===== src/rtl/pipe_hazard_ctrl_pkg.sv =====
// Shared definitions for the pipeline hazard controller: memory response
// codes and the hold/fault FSM state encoding.
package pipe_hazard_ctrl_pkg;

    localparam int MEM_CODE_W_DEF = 2;

    // Memory response codes presented by the data memory each cycle.
    typedef enum logic [MEM_CODE_W_DEF-1:0] {
        MEM_NONE = 2'd0,
        MEM_WAIT = 2'd1,
        MEM_OK   = 2'd2,
        MEM_ERR  = 2'd3
    } mem_code_e;

    // Controller states: free running, holding on memory, dead on fault.
    typedef enum logic [1:0] {
        ST_RUN   = 2'd0,
        ST_MWAIT = 2'd1,
        ST_FAULT = 2'd2
    } hz_state_e;

endpackage


===== src/rtl/pipe_hazard_ctrl_hazard_cmp.sv =====
// Load-use comparator: flags when the load in EX writes a register that the
// instruction in decode is about to read. Register 0 never hazards.
module hazard_cmp #(
    parameter int REG_IDX_W = 5
) (
    input  logic [REG_IDX_W-1:0] i_rs1,
    input  logic                 i_rs1_en,
    input  logic [REG_IDX_W-1:0] i_rs2,
    input  logic                 i_rs2_en,
    input  logic                 i_ex_load,
    input  logic [REG_IDX_W-1:0] i_ex_dest,
    output logic                 o_hazard
);

    logic dest_live;
    logic rs1_hit;
    logic rs2_hit;

    // Match each enabled source against a live (non-x0) load destination.
    always_comb begin
        dest_live = i_ex_load && (i_ex_dest != '0);
        rs1_hit   = i_rs1_en && (i_rs1 == i_ex_dest);
        rs2_hit   = i_rs2_en && (i_rs2 == i_ex_dest);
        o_hazard  = dest_live && (rs1_hit || rs2_hit);
    end

endmodule


===== src/rtl/pipe_hazard_ctrl.sv =====
// Central stall/flush controller for the in-order pipeline. Generates the
// per-stage hold and bubble masks, tracks memory waits with a timeout,
// defers redirects that land during a hold, latches memory faults and
// counts fetch-stall cycles.
module pipe_hazard_ctrl
    import pipe_hazard_ctrl_pkg::*;
#(
    parameter int N_STAGES    = 5,
    parameter int ID_STAGE    = 1,
    parameter int EX_STAGE    = 2,
    parameter int ME_STAGE    = 3,
    parameter int REG_IDX_W   = 5,
    parameter int MEM_CODE_W  = MEM_CODE_W_DEF,
    parameter int MEM_TIMEOUT = 15,
    parameter int CNT_W       = 16
) (
    input  logic                  clk,
    input  logic                  resetn,
    input  logic [REG_IDX_W-1:0]  i_id_rs1,
    input  logic                  i_id_rs1_en,
    input  logic [REG_IDX_W-1:0]  i_id_rs2,
    input  logic                  i_id_rs2_en,
    input  logic                  i_ex_load,
    input  logic [REG_IDX_W-1:0]  i_ex_dest_reg,
    input  logic                  i_me_req,
    input  logic [MEM_CODE_W-1:0] i_mem_res_code,
    input  logic                  i_redirect,
    output logic [N_STAGES-1:0]   o_stall,
    output logic [N_STAGES-1:0]   o_clr,
    output logic                  o_fault,
    output logic                  o_fault_timeout,
    output logic [CNT_W-1:0]      o_stall_cnt
);

    localparam int WCNT_W = $clog2(MEM_TIMEOUT + 1);

    // Stage masks. Memory wait freezes fetch..ME and bubbles the stage after
    // ME; load-use freezes fetch..ID and bubbles EX; redirect squashes the
    // stages younger than EX.
    localparam logic [N_STAGES-1:0] ONE        = N_STAGES'(1);
    localparam logic [N_STAGES-1:0] WAIT_STALL = (ONE << (ME_STAGE + 1)) - ONE;
    localparam logic [N_STAGES-1:0] WAIT_CLR   = ONE << (ME_STAGE + 1);
    localparam logic [N_STAGES-1:0] LU_STALL   = (ONE << (ID_STAGE + 1)) - ONE;
    localparam logic [N_STAGES-1:0] LU_CLR     = ONE << EX_STAGE;
    localparam logic [N_STAGES-1:0] REDIR_CLR  = (ONE << EX_STAGE) - ONE;

    hz_state_e         state_q, state_d;
    logic [WCNT_W-1:0] wcnt_q, wcnt_d;
    logic              pend_q, pend_d;
    logic              cause_q, cause_d;
    logic [CNT_W-1:0]  cnt_q, cnt_d;

    logic              load_use;
    logic              code_wait, code_ok, code_err;
    logic              mem_hold;
    logic [WCNT_W:0]   wcnt_inc;
    logic [N_STAGES-1:0] stall_int, clr_int;

    hazard_cmp #(.REG_IDX_W(REG_IDX_W)) u_hazard_cmp (
        .i_rs1     (i_id_rs1),
        .i_rs1_en  (i_id_rs1_en),
        .i_rs2     (i_id_rs2),
        .i_rs2_en  (i_id_rs2_en),
        .i_ex_load (i_ex_load),
        .i_ex_dest (i_ex_dest_reg),
        .o_hazard  (load_use)
    );

    // Decode the memory response; NONE while waiting counts as another WAIT.
    always_comb begin
        code_wait = (i_mem_res_code == MEM_CODE_W'(MEM_WAIT));
        code_ok   = (i_mem_res_code == MEM_CODE_W'(MEM_OK));
        code_err  = (i_mem_res_code == MEM_CODE_W'(MEM_ERR));
        mem_hold  = ((state_q == ST_MWAIT) && !code_ok) ||
                    ((state_q == ST_RUN) && i_me_req && code_wait);
        wcnt_inc  = {1'b0, wcnt_q} + 1'b1;
    end

    // Stall/clr masks by priority: fault, memory hold, redirect, load-use.
    // The MWAIT exit cycle (OK seen) behaves as RUN so deferred redirects and
    // fresh hazards both take effect there.
    always_comb begin
        stall_int = '0;
        clr_int   = '0;
        if (state_q == ST_FAULT) begin
            stall_int = '1;
        end else if (mem_hold) begin
            stall_int = WAIT_STALL;
            clr_int   = WAIT_CLR;
        end else if (i_redirect || pend_q) begin
            clr_int   = REDIR_CLR;
        end else if (load_use) begin
            stall_int = LU_STALL;
            clr_int   = LU_CLR;
        end
    end

    // Outputs are forced to the reset pattern while resetn is low.
    always_comb begin
        o_stall         = resetn ? stall_int : '0;
        o_clr           = resetn ? clr_int : '1;
        o_fault         = resetn && (state_q == ST_FAULT);
        o_fault_timeout = resetn && cause_q;
        o_stall_cnt     = resetn ? cnt_q : '0;
    end

    // Next state: FSM transitions, wait timeout, pending redirect, counter.
    always_comb begin
        state_d = state_q;
        wcnt_d  = wcnt_q;
        pend_d  = pend_q;
        cause_d = cause_q;
        cnt_d   = cnt_q;
        if (stall_int[0] && (cnt_q != '1)) begin
            cnt_d = cnt_q + 1'b1;
        end
        case (state_q)
            ST_RUN: begin
                if (i_me_req && code_wait) begin
                    state_d = ST_MWAIT;
                    wcnt_d  = WCNT_W'(1);
                    pend_d  = i_redirect;
                end else if (i_me_req && code_err) begin
                    state_d = ST_FAULT;
                    cause_d = 1'b0;
                end
            end
            ST_MWAIT: begin
                if (code_ok) begin
                    state_d = ST_RUN;
                    wcnt_d  = '0;
                    pend_d  = 1'b0;
                end else if (code_err) begin
                    state_d = ST_FAULT;
                    cause_d = 1'b0;
                    pend_d  = 1'b0;
                end else if (wcnt_inc >= (WCNT_W + 1)'(MEM_TIMEOUT)) begin
                    state_d = ST_FAULT;
                    cause_d = 1'b1;
                    pend_d  = 1'b0;
                end else begin
                    wcnt_d = wcnt_inc[WCNT_W-1:0];
                    if (i_redirect) begin
                        pend_d = 1'b1;
                    end
                end
            end
            ST_FAULT: begin
                pend_d = 1'b0;
            end
            default: begin
                state_d = ST_RUN;
            end
        endcase
    end

    // State registers with synchronous active-low reset.
    always_ff @(posedge clk) begin
        if (!resetn) begin
            state_q <= ST_RUN;
            wcnt_q  <= '0;
            pend_q  <= 1'b0;
            cause_q <= 1'b0;
            cnt_q   <= '0;
        end else begin
            state_q <= state_d;
            wcnt_q  <= wcnt_d;
            pend_q  <= pend_d;
            cause_q <= cause_d;
            cnt_q   <= cnt_d;
        end
    end

endmodule


===== config.mk =====
export PLATFORM = sky130hd
export DESIGN_NAME = pipe_hazard_ctrl
export DESIGN_NICKNAME = d
export VERILOG_FILES = /design/src/rtl/pipe_hazard_ctrl_pkg.sv /design/src/rtl/pipe_hazard_ctrl_hazard_cmp.sv /design/src/rtl/pipe_hazard_ctrl.sv
export SDC_FILE = /design/constraint.sdc
export NUM_CORES = 1
export LEC_CHECK = 0
export ABC_AREA = 1
export CORE_ASPECT_RATIO = 1.5
export CORE_MARGIN = 2
export CORE_UTILIZATION = 35
export DETAILED_ROUTE_END_ITERATION = 7
export GPL_TIMING_DRIVEN = 0
export PLACE_DENSITY = 0.73
export SETUP_SLACK_MARGIN = 0.4
export SYNTH_ARGS = -nofsm -noshare
export SYNTH_HDL_FRONTEND = slang
export SYNTH_SLANG_ARGS = --single-unit

===== constraint.sdc =====
create_clock -name clk -period 1.7 [get_ports clk]
set_clock_uncertainty 0.1 [all_clocks]
set_input_delay 0.34 -clock clk [delete_from_list [all_inputs] [get_ports clk]]
set_output_delay 0.34 -clock clk [all_outputs]
set_load 0.005 [all_outputs]

== Word level (Yosys, flattened, before mapping) ==
Index checks and enable logic that the tools add are counted.
Cells by class
  add/sub/neg operators: 2
  order comparisons: 1
  equal/unequal tests: 18
  mux-type cells: 34
  bitwise logic cells: 1
  reductions and logical operators: 24
Operators by type and width (number)
  5-bit two-way mux: 5
  4-bit two-way mux: 5
  16-bit by 1-bit adder with 16-bit output, second input constant: 1
  16-bit two-way mux: 1
  16-bit != test, second input constant: 1
  2-bit two-way mux: 7
  1-bit logical AND: 12
  5-bit == test: 2
  1-bit two-way mux: 10
  4-bit one-hot mux with 2 select lines: 1
  2-bit == test, second input constant: 3
  3-bit two-way mux: 2
  3-bit != test, second input constant: 2
  2-bit one-hot mux with 3 select lines: 1
  3-bit AND reduction: 2
  4-bit by 1-bit adder with 5-bit output, second input constant: 1
  5-bit by 4-bit >= comparator with 1-bit output, second input constant: 1
  5-bit by 4-bit != test with 1-bit output, second input constant: 1
  5-bit AND reduction: 1
  5-bit nonzero test: 1
  2-bit by 1-bit == test with 1-bit output, second input constant: 2
  2-bit by 1-bit != test with 1-bit output, second input constant: 2
  2-bit != test, second input constant: 2
  4-bit by 3-bit != test with 1-bit output, second input constant: 1
  11 further kinds: 13
Storage, ports and cells
  flip-flop bits (word level): 24
  bits of input ports: 24
  output and inout port bits: 28
  word-level logic and storage cells: 85

== Logic depth before layout (Yosys ltp) ==
Gate-level depths: netlist (run 1).
  depth after elaboration: 9
  mapped depth: 12
  gate-level depth less buffers: 11

== Modules after synthesis ==
Synthesis (run 1) repeated with hierarchy kept, for this count alone.
Unflattened totals
  cell total of the unflattened synthesis: 346
  area total of the unflattened synthesis: 2047.0 µm²
Modules (own cells, without submodules)
  pipe_hazard_ctrl: instances 1, cells an instance 292, area an instance 1830.5 µm², sequential area each 480.5 µm²
  hazard_cmp: instances 1, cells an instance 54, area an instance 216.5 µm², sequential area each 0.0 µm²

== Least setup slack after synthesis (run 1) ==
No wires, ideal clock.
  path type: register to output
  start point: reg state_q[0]
  end point: out o_clr[1]
  arrival: 1497 ps
  data required time: 1260 ps
  slack: -237 ps
  cell stages (with the launch flop): 11
  buffers on the path: 1
  cell sequence: dfxtp_1 -> inv_1 -> ha_1 -> nand2_1 -> nor2_1 -> inv_2 -> nand2_1 -> nor2_2 -> inv_1 -> o21ai_0 -> buf_4
On the way
  longest elaborated chain between the ends: 7
  elaborated cells between the ends (all ways): 10
  classes of those cells: eq/ne: 2; mux: 3; reduce/logical: 5
Ends and longest elaborated chain
  from (decl): line pipe_hazard_ctrl.sv:47  | hz_state_e state_q, state_d;
  from (signal assigned): line pipe_hazard_ctrl.sv:166  | state_q <= state_d;
  2-bit zero test: line pipe_hazard_ctrl.sv:75  | ((state_q == ST_RUN) && i_me_req && code_wait);
  1-bit logical AND (2 in series): line pipe_hazard_ctrl.sv:75
  1-bit logical OR: line pipe_hazard_ctrl.sv:74  | mem_hold = ((state_q == ST_MWAIT) && !code_ok) ||
  5-bit two-way mux: line pipe_hazard_ctrl.sv:87  | end else if (mem_hold) begin
  5-bit two-way mux *: line pipe_hazard_ctrl.sv:85  | if (state_q == ST_FAULT) begin
  5-bit two-way mux *: line pipe_hazard_ctrl.sv:101  | o_clr = resetn ? clr_int : '1;
  to (decl): line pipe_hazard_ctrl.sv:29  | output logic [N_STAGES-1:0] o_clr,
Mark *: on every way between the ends. The rest lies on a longest branch, timed or not.

== Worst setup path in the final report (run 1) ==
Ends and elaborated chain as after synthesis.

==> reports/qor.yml, run 1 <==
hold_end: "cnt_q[12]"
wl_um: 7712
ctsHoldBuffers: 0
endpoint_kind: "output port"
reg2reg_from: "state_q[0]"
clockBufferDepth: 2
holdWs_ns: 0.3524
ff2ff_setup_slack_ns: -0.20
arrival_ns: 1.64
maxSlewViolCount: 0
cts_tree: "yes"
cts_made_buffers: 3
timing.setup.tns_ns: -5.087
yosys-mux-area-fraction_pct: 0
ys_ff_latch: 24
drive_above_1_share_pct: 55.14
drc: 0
min_from: "resetn"
max_cap_viol_count: 0
status: "finished, violations left"
grt_pass1_vias: 2480
syn-num-nets: 359
synth_top_family_by_area: "simple AND/OR/NAND/NOR gates"
synth_xor_area_share_pct: 5.723
syn_to_final_growth_pct: 82.83
worstReg2RegEnd: "cnt_q[2]"
synth.yosys.seq_area_share_pct: 24.15
violations: "setup timing"
netlist_area_mm2: 0.001989
dieArea_mm2: 0.006315
yosys.area_share.simple_pct: 39.75
vias: 2531
n_fill_cell: 426
final_nets: 460
clk_latency_ns: 0.28
r2r_cells: 14
fp.coreArea_mm2: 0.005492
peakVddDrop_mv: 0.2913
layout_setup_ws_ns: -0.3761
p_leak_nw: 1.788
cts.sinks: 24
dpl.hpwl_um: 4018
grt_pass1_wl_um: 11140
ioPinCount: 52
min_path_cells: 4
timing.fmax_ghz: 0.4817
gp_congestion: 0.8466
crit_type: "flip-flop to output port"
slew_headroom_pct: 56.38
holdCritPathClass: "input port to flip-flop"
initial_core_util_pct: 36.23
grt_overflow_total: 0
drtIter0Drc: 116
wl_per_cell_um: 15.49
drtPass1Iterations: 4
gr-usage-all-layers_pct: 22.95
yosysWarnings: 0
htree_levels: 1
critPathMaxFanout: 4
io_buffers: 51
grt_max_degree: 14
multiInputGateArea_mm2: 0.001663
synth_compound_area_share_pct: 11.32
dieHeight_um: 96.34
root_buffer: "clkbuf_8"
vias_per_cell: 5.082
clkSlewWorstSetupHoldPaths_ns: 0.09
ant_nets: 0
syn_area_per_cell_um2: 6.065
antennaDiodeCount: 0
power.total_mw: 2.130
antenna_found_initial: 0
syn_inst: 328
setup_viol: 29
fp-row-count: 33
rsz0062_at_grt: "yes"
power.density_mw_per_mm2: 585.7
ys_types: 30
place_ws_ns: -1.108
regArea_um2: 515.5
required_ns: 1.26
fin_crit_sh_pct: 122.1
synth_adder_area_share_pct: 4.403
hold_viol: 0
critPathLaunchType: "flip-flop"
die_width_um: 65.56
worst_slew_pin_slew_ns: 0.6544
post-route-min-period_ns: 2.076
==> cell usage in the layout (no fill, tap or decap), types with 8 or more instances in the layout <==
master,instances
inv_2,27
buf_4,25
buf_6,29
a21oi_2,19
buf_2,15
nand2_2,23
nand3_1,15
nand2_4,15
xor2_1,13
dlygate4sd2_1,16
nand3_2,19
nor2_1,22
dfxtp_2,10
inv_1,28
nand2_1,61
dfxtp_1,8
==> kinds of logic (layout without fill, tap and decap cells) <==
| kind of cell | Yosys count | count (layout) |
|---|---|---|
| buffers and inverters | 71 | 171 |
| flip-flops | 24 | 24 |
| AND/OR/NAND/NOR | 177 | 177 |
| adder cells (fa/ha/maj) | 7 | 7 |
| XOR/XNOR | 13 | 13 |
| AO/OA/AOI/OAI | 36 | 36 |
==> synth_stat cells <==
library cell	count	area share, %
or2_0	1	0.31
nand3_2	1	0.50
a211oi_1	1	0.38
o21ai_0	5	1.3
dfxtp_1	24	24
inv_2	11	2.1
buf_4	4	1.5
nand3_1	33	8.3
or2_2	1	0.31
xor2_1	13	5.7
nor2_1	26	4.9
o21bai_1	1	0.38
o21ai_1	1	0.25
nor2_4	1	0.57
nand4_1	5	1.6
nand2_1	98	18
nand2_2	1	0.31
a31oi_1	2	0.63
buf_6	1	0.57
nor3_2	2	1.0
ha_1	7	4.4
a21oi_2	10	4.4
inv_1	48	9.1
a21oi_1	16	4.0
clkbuf_1	5	0.94
nand3b_4	1	1.0
nor2_2	1	0.31
nor3_1	4	1.0
buf_2	2	0.50
nand2_4	2	1.1
==> stage by stage <==
step	instance area [µm²]	utilization [%]	instances
CTS	3374	61.45	492
global placement	2738	49.85	449
detailed placement	2738	49.85	449
global route	3637	66.23	498
finish	3637	66.23	498
floorplan	2140	-	328
==> repair_timing <==
item | in CTS | in global routing
gates resized for setup | 235 | 68
gates cloned | 3 | 0
endpoints found under the setup margin | 52 | 52
setup buffers | 36 | 6
pin swaps | 43 | 10
==> state kept, by name, indices dropped and copies added, names as in the netlist <==
signal	cells
cause_q	1
cnt_q	16
wcnt_q	4
state_q	2
pend_q	1
==> worst max-delay path: stages, from the launching register on <==
cell,delay (ns)
dfxtp_4,0.40
inv_4,0.04
ha_4,0.16
nand2_4,0.06
nor2_4,0.04
inv_2,0.07
nand2_2,0.07
nor2_4,0.11
inv_2,0.07
o21ai_2,0.14
buf_4,0.13
buf_6,0.08
==> where the power goes <==
group          internal, mW  switching, mW  leakage (nW)
Clock                 0.208          0.204        0.0288
Sequential            0.588         0.0430         0.204
Combinational         0.573          0.514          1.55
==> layout make-up <==
type	count	area share (%)
plain buffers	12	4.850
clock buffers	4	1.514
inverters	59	6.364
multi-input cells	233	45.72
flip-flops and latches	24	14.17
well taps	70	2.408
repair buffers	96	24.97
==> metal layers <==
layer  wire length [µm]  global-route usage [%]  vias up
met5                  0                       0        -
met2               4413                   44.73       79
met4                298                   12.33        0
met1               2710                   23.37     1203
met3                290                   2.456       29
li1                   -                       -     1220
==> worst max-delay path by stage <==
stage | endpoint | from | cells past startpoint | slack [ns]
final | o_clr[1] | state_q[0] | 11 | -0.38
after global routing | o_clr[1] | state_q[0] | 11 | -0.44
after CTS | o_stall[1] | state_q[0] | 11 | -0.36
after detailed placement | o_clr[1] | i_mem_res_code[1] | 11 | -1.11
after global placement | o_clr[1] | i_mem_res_code[1] | 11 | -1.08
after floorplan | o_clr[1] | state_q[1] | 10 | 0.02
Note: power is estimated with default switching activity, not from simulation.
==> run 2: changes to the inputs <==
--- a/config.mk
+++ b/config.mk
@@ -6,6 +6,7 @@
 export NUM_CORES = 1
 export LEC_CHECK = 0
 export ABC_AREA = 1
+export CAP_MARGIN = 15
 export CORE_ASPECT_RATIO = 1.5
 export CORE_MARGIN = 2
 export CORE_UTILIZATION = 35
@@ -13,6 +14,7 @@
 export GPL_TIMING_DRIVEN = 0
 export PLACE_DENSITY = 0.73
 export SETUP_SLACK_MARGIN = 0.4
+export SLEW_MARGIN = 20
 export SYNTH_ARGS = -nofsm -noshare
 export SYNTH_HDL_FRONTEND = slang
 export SYNTH_SLANG_ARGS = --single-unit
==> constraint.sdc (replaced) <==
create_clock -name clk -period 1.7 [get_ports clk]
set_clock_uncertainty 0.1 [all_clocks]
set_input_delay 0.425 -clock clk [delete_from_list [all_inputs] [get_ports clk]]
set_output_delay 0.425 -clock clk [all_outputs]
set_load 0.005 [all_outputs]
==> reports/qor.yml, run 2 (synthesis results as in run 1) <==
p_sw_share_pct: 35.21
max_cap_viol_count: 0
root_buffer: "clkbuf_8"
initial_core_util_pct: 36.23
htree_levels: 1
drive_above_1_share_pct: 52.19
largest_register_ff_count: 16
post-route-min-period_ns: 2.259
path_cells: "inv_4 -> ha_4 -> nand2_4 -> nor2_4 -> inv_2 -> buf_4 -> buf_4 -> buf_4 -> buf_4 -> buf_4 -> buf_4 -> buf_6 -> o21ai_4 -> nand3_2 -> nand2_1 -> nor2_1"
fp.coreArea_mm2: 0.005492
top_layer: "met4"
gp_congestion: 0.8509
holdCritPathClass: "input port to flip-flop"
pwr-share-clk_pct: 19.4
dpl.cell_count: 449
wl_met3_um: 196
power.density_mw_per_mm2: 589.5
ioPinCount: 52
crit_family: "buffers and inverters"
vias: 2491
ff2ff_setup_slack_ns: -0.56
peakVddDrop_mv: 0.3434
cp_num_buf_inv: 9
fin_crit_sh_pct: 132.9
path_common_cell: "buf_4"
clockBufferDepth: 2
wl_um: 7304
p_leak_nw: 1.802
antennaDiodeCount: 0
regArea_um2: 498.0
cts_tree: "yes"
grt_pass1_wl_um: 10700
violations: "setup timing"
antenna_found_initial: 0
dieArea_mm2: 0.006315
setup_viol: 33
clk_latency_ns: 0.28
wl_met1_um: 2683
ant_nets: 0
endpoint_kind: "flip-flop"
final_cell_mix: "62 x nand2_1, 34 x buf_6, 29 x inv_1"
rsz0062_at_grt: "yes"
wl_met2_um: 4116
drtPass1Iterations: 4
io_buffers: 51
status: "finished, violations left"
critPathSlowestCell: "dfxtp_4"
cp_slowest_stage_delay_ns: 0.38
stdcell_count: 503
largest_registers: "cnt_q (16), wcnt_q (4), state_q (2)"
worst_slew_pin_slew_ns: 0.5810
dieHeight_um: 96.34
clkSlewWorstSetupHoldPaths_ns: 0.09
critPathLaunchType: "flip-flop"
grt_max_degree: 14
arrival_ns: 2.34
layout_commonest_cell: "nand2_1"
cts_made_buffers: 3
combPwrFrac_pct: 51.2
maxSlewViolCount: 0
holdWs_ns: 0.4053
top_register: "cnt_q"
cts.sinks: 24
layout_setup_ws_ns: -0.5594
multiInputGateArea_mm2: 0.001629
fp-row-count: 33
required_ns: 1.78
dpl.hpwl_um: 4118
vias_per_cell: 4.952
die_width_um: 65.56
grt_overflow_total: 0
gr-usage-all-layers_pct: 21.90
crit_type: "flip-flop to flip-flop"
grt_pass1_vias: 2452
slew_headroom_pct: 61.27
n_fill_cell: 448
critPathMaxFanout: 7
drtIter0Drc: 121
syn_to_final_growth_pct: 82.70
timing.fmax_ghz: 0.4426
intPower_mw: 1.388
final_nets: 465
hold_viol: 0
drc: 0
switching_power_uw: 754.4
wl_per_cell_um: 14.52
power.share.sequential_pct: 29.4
run 2: cell count changes in the layout (fill, tap and decap cells not counted), moves of 4 or more:
cell / change
a21oi_1: +5
a21oi_2: -5
buf_6: +5
dfxtp_1: +6
dfxtp_4: -4
nand3_1: +4
nand3_2: -6
run 2: final cells by class:
class	instances	share of cell area, %
buffer	12	4.991
clock buffer	4	1.515
timing repair buffer	101	26.27
inverter	59	6.299
multi-input combinational	233	44.82
sequential	24	13.70
tap	70	2.410
run 2: timing repair:
| item | 4_1_cts | 5_1_grt |
|---|---|---|
| hold buffers | 0 | 0 |
| resized for setup | 209 | 73 |
| endpoints found under the setup margin | 52 | 52 |
| cloned | 2 | 2 |
| buffers inserted | 38 | 8 |
| pin swaps | 39 | 21 |
run 2: per-layer routing:
layer | global-route usage (%) | vias up
met1 | 21.38 | 1178
li1 | - | 1228
met3 | 2.456 | 23
met4 | 12.33 | 0
met2 | 43.45 | 62
met5 | 0 | -
run 2: power groups by stage:
stage / combinational (mW) / sequential [mW] / clock, mW
floorplan: 0.389 / 0.632 / 0
global placement: 0.589 / 0.638 / 0
detailed placement: 0.606 / 0.639 / 0
CTS: 0.988 / 0.624 / 0.413
global route: 1.16 / 0.632 / 0.442
finish: 1.10 / 0.630 / 0.415
run 2: worst min-delay path: stages:
cell     delay [ns]
buf_8          0.09
nand2_1        0.06
nand4_1        0.11
a21oi_1        0.06
run 2: metrics by stage:
stage	TNS (ns)	total power, mW	instance area, µm²	setup slack [ns]	util [%]
final	-9.105	2.143	3635	-0.5594	66.19
after global routing	-10.84	2.236	3635	-0.6248	66.19
after CTS	-7.272	2.026	3422	-0.4866	62.31
after detailed placement	-33.43	1.245	2789	-1.212	50.79
after global placement	-33.35	1.227	2789	-1.218	50.79
after floorplan	-0.07162	1.021	2191	-0.07162	-
run 2: worst paths after layout:
kind	from	end	cells past startpoint
worst max-delay path	state_q[0]	wcnt_q[1]	16
worst min-delay path	i_mem_res_code[0]	cause_q	4
worst max register to register	state_q[0]	wcnt_q[1]	16
worst min register to register	cnt_q[5]	cnt_q[5]	2
==> run 3: changes to the inputs <==
--- a/config.mk
+++ b/config.mk
@@ -10,6 +10,7 @@
 export CORE_ASPECT_RATIO = 1.5
 export CORE_MARGIN = 2
 export CORE_UTILIZATION = 35
+export CTS_CLUSTER_DIAMETER = 50
 export DETAILED_ROUTE_END_ITERATION = 7
 export GPL_TIMING_DRIVEN = 0
 export PLACE_DENSITY = 0.73
==> constraint.sdc (replaced) <==
create_clock -name clk -period 1.7 [get_ports clk]
set_clock_uncertainty 0.1 [all_clocks]
set_input_delay 0.17 -clock clk [delete_from_list [all_inputs] [get_ports clk]]
set_output_delay 0.17 -clock clk [all_outputs]
set_load 0.005 [all_outputs]
==> reports/qor.yml, run 3 (synthesis results as in run 1) <==
grt_overflow_total: 0
clockBufferDepth: 2
gp_congestion: 0.8756
cts_tree: "yes"
syn_to_final_growth_pct: 71.82
power.total_mw: 2.023
wl_um: 7146
arrival_ns: 1.67
cp_slowest_stage_delay_ns: 0.56
holdWs_ns: 0.1785
grt_max_degree: 15
fin_crit_sh_pct: 114.2
p_sw_share_pct: 33.50
vias_per_cell: 4.946
status: "finished, violations left"
maxSlewViolCount: 0
pwr-share-clk_pct: 25.4
antenna_found_initial: 0
htree_levels: 1
drc: 0
grt_pass1_vias: 2456
root_buffer: "clkbuf_8"
dpl.cell_count: 449
drtIter0Drc: 137
fp-row-count: 33
ant_nets: 0
layout_commonest_cell: "nand2_1"
initial_core_util_pct: 36.23
hold_viol: 0
fp.coreArea_mm2: 0.005492
switching_power_uw: 677.6
required_ns: 1.43
worst_slew_pin_slew_ns: 0.6395
ctsHoldBuffers: 0
dieArea_mm2: 0.006315
stdcell_count: 499
cts.sinks: 24
vias: 2468
combPwrFrac_pct: 44.2
ioPinCount: 52
dieHeight_um: 96.34
largest_register_ff_count: 16
cts_made_buffers: 3
power.density_mw_per_mm2: 591.7
wl_per_cell_um: 14.32
final_nets: 461
path_cells: "clkdlybuf4s50_1 -> nand2_1 -> nor2_4 -> inv_2 -> nand2_2 -> nor2_4 -> buf_4 -> a21oi_4 -> buf_6 -> buf_6"
critPathLaunchType: "input port"
layout_setup_ws_ns: -0.2416
p_leak_nw: 1.685
clkSlewWorstSetupHoldPaths_ns: 0.09
drtPass1Iterations: 4
drive_above_1_share_pct: 41.26
holdCritPathClass: "input port to flip-flop"
slew_headroom_pct: 57.37
fin_util_pct: 62.25
power.share.sequential_pct: 30.4
timing.fmax_ghz: 0.5150
gr-usage-all-layers_pct: 21.97
crit_type: "input port to output port"
clk_latency_ns: 0.27
io_buffers: 51
critPathMaxFanout: 3
crit_family: "buffers and inverters"
place_ws_ns: -0.8721
max_cap_viol_count: 0
setup_viol: 25
endpoint_kind: "output port"
top_register: "cnt_q"
intPower_mw: 1.345
die_width_um: 65.56
cp_num_buf_inv: 5
rsz0062_at_grt: "yes"
antennaDiodeCount: 0
final_cell_mix: "86 x nand2_1, 41 x inv_1, 37 x buf_4"
peakVddDrop_mv: 0.3347
grt_pass1_wl_um: 10920
critPathSlowestCell: "clkdlybuf4s50_1"
dpl.hpwl_um: 4101
largest_registers: "cnt_q (16), wcnt_q (4), state_q (2)"
violations: "setup timing"
post-route-min-period_ns: 1.942
[run 3: cell count changes in the layout (fill, tap and decap cells not counted), moves of 6 or more]
cell	delta
dfxtp_4	+11
buf_4	+10
dfxtp_1	-9
clkdlybuf4s50_1	+10
nand3_1	+6
buf_6	-17
buf_2	-8
nand2_2	-16
nand2_4	-8
inv_1	+12
inv_2	-12
nand2_1	+24
[run 3: layout make-up]
type | instances | area [µm²]
plain buffers | 12 | 153.9
inverters | 59 | 229.0
flip-flops and latches | 24 | 536.8
fillers | 493 | 2073
repair buffers | 97 | 838.3
well taps | 70 | 87.58
multi-input cells | 233 | 1501
clock buffers | 3 | 41.29
clock inverters | 1 | 30.03
[run 3: repair_timing]
item,4_1_cts,5_1_grt
resized for setup,167,39
pin swaps,21,7
gates cloned,2,0
endpoints found under the setup margin,52,49
buffers inserted,34,10
[run 3: power groups by stage]
stage / combinational (mW) / clock [mW] / sequential (mW)
after global placement: 0.550 / 0 / 0.638
after CTS: 0.729 / 0.511 / 0.614
after floorplan: 0.352 / 0 / 0.632
after detailed placement: 0.560 / 0 / 0.640
after global routing: 0.960 / 0.545 / 0.618
final: 0.893 / 0.515 / 0.615
[run 3: metal layers]
metal  GRT usage [%]  vias to the layer above  part of all wire, %  wire length [µm]
met1           22.98                     1182                   38              2734
met3           2.105                       13                  2.9               208
met4           8.854                        0                  1.6               113
li1                -                     1216                    -                 -
met2           43.71                       57                   57              4090
met5               0                        -                    0                 0
[run 3: worst reg2reg max path: cells and delay by family (launching register included)]
kind / cells / cell delay [ns]
AOI/OAI and AO/OA: 1 / 0.05
adders and majority gates: 1 / 0.15
DFF: 1 / 0.38
and+or+nand+nor: 7 / 0.53
buffers and inverters: 5 / 0.50
[run 3: path summary, 6_finish.rpt]
path                          start         end  slack [ns]  depth (start not counted)
hold reg to reg             cause_q     cause_q        0.37                          2
hold / removal               resetn   wcnt_q[0]        0.18                          4
setup reg to reg         state_q[0]    cnt_q[3]       -0.13                         14
setup / recovery  i_mem_res_code[0]  o_stall[1]       -0.24                         10
[run 3: through the flow]
stage,area (µm²),TNS (ns)
finish,3418,-3.230
global route,3418,-4.766
CTS,3252,-1.040
detailed placement,2698,-24.33
global placement,2698,-23.97
floorplan,2100,0
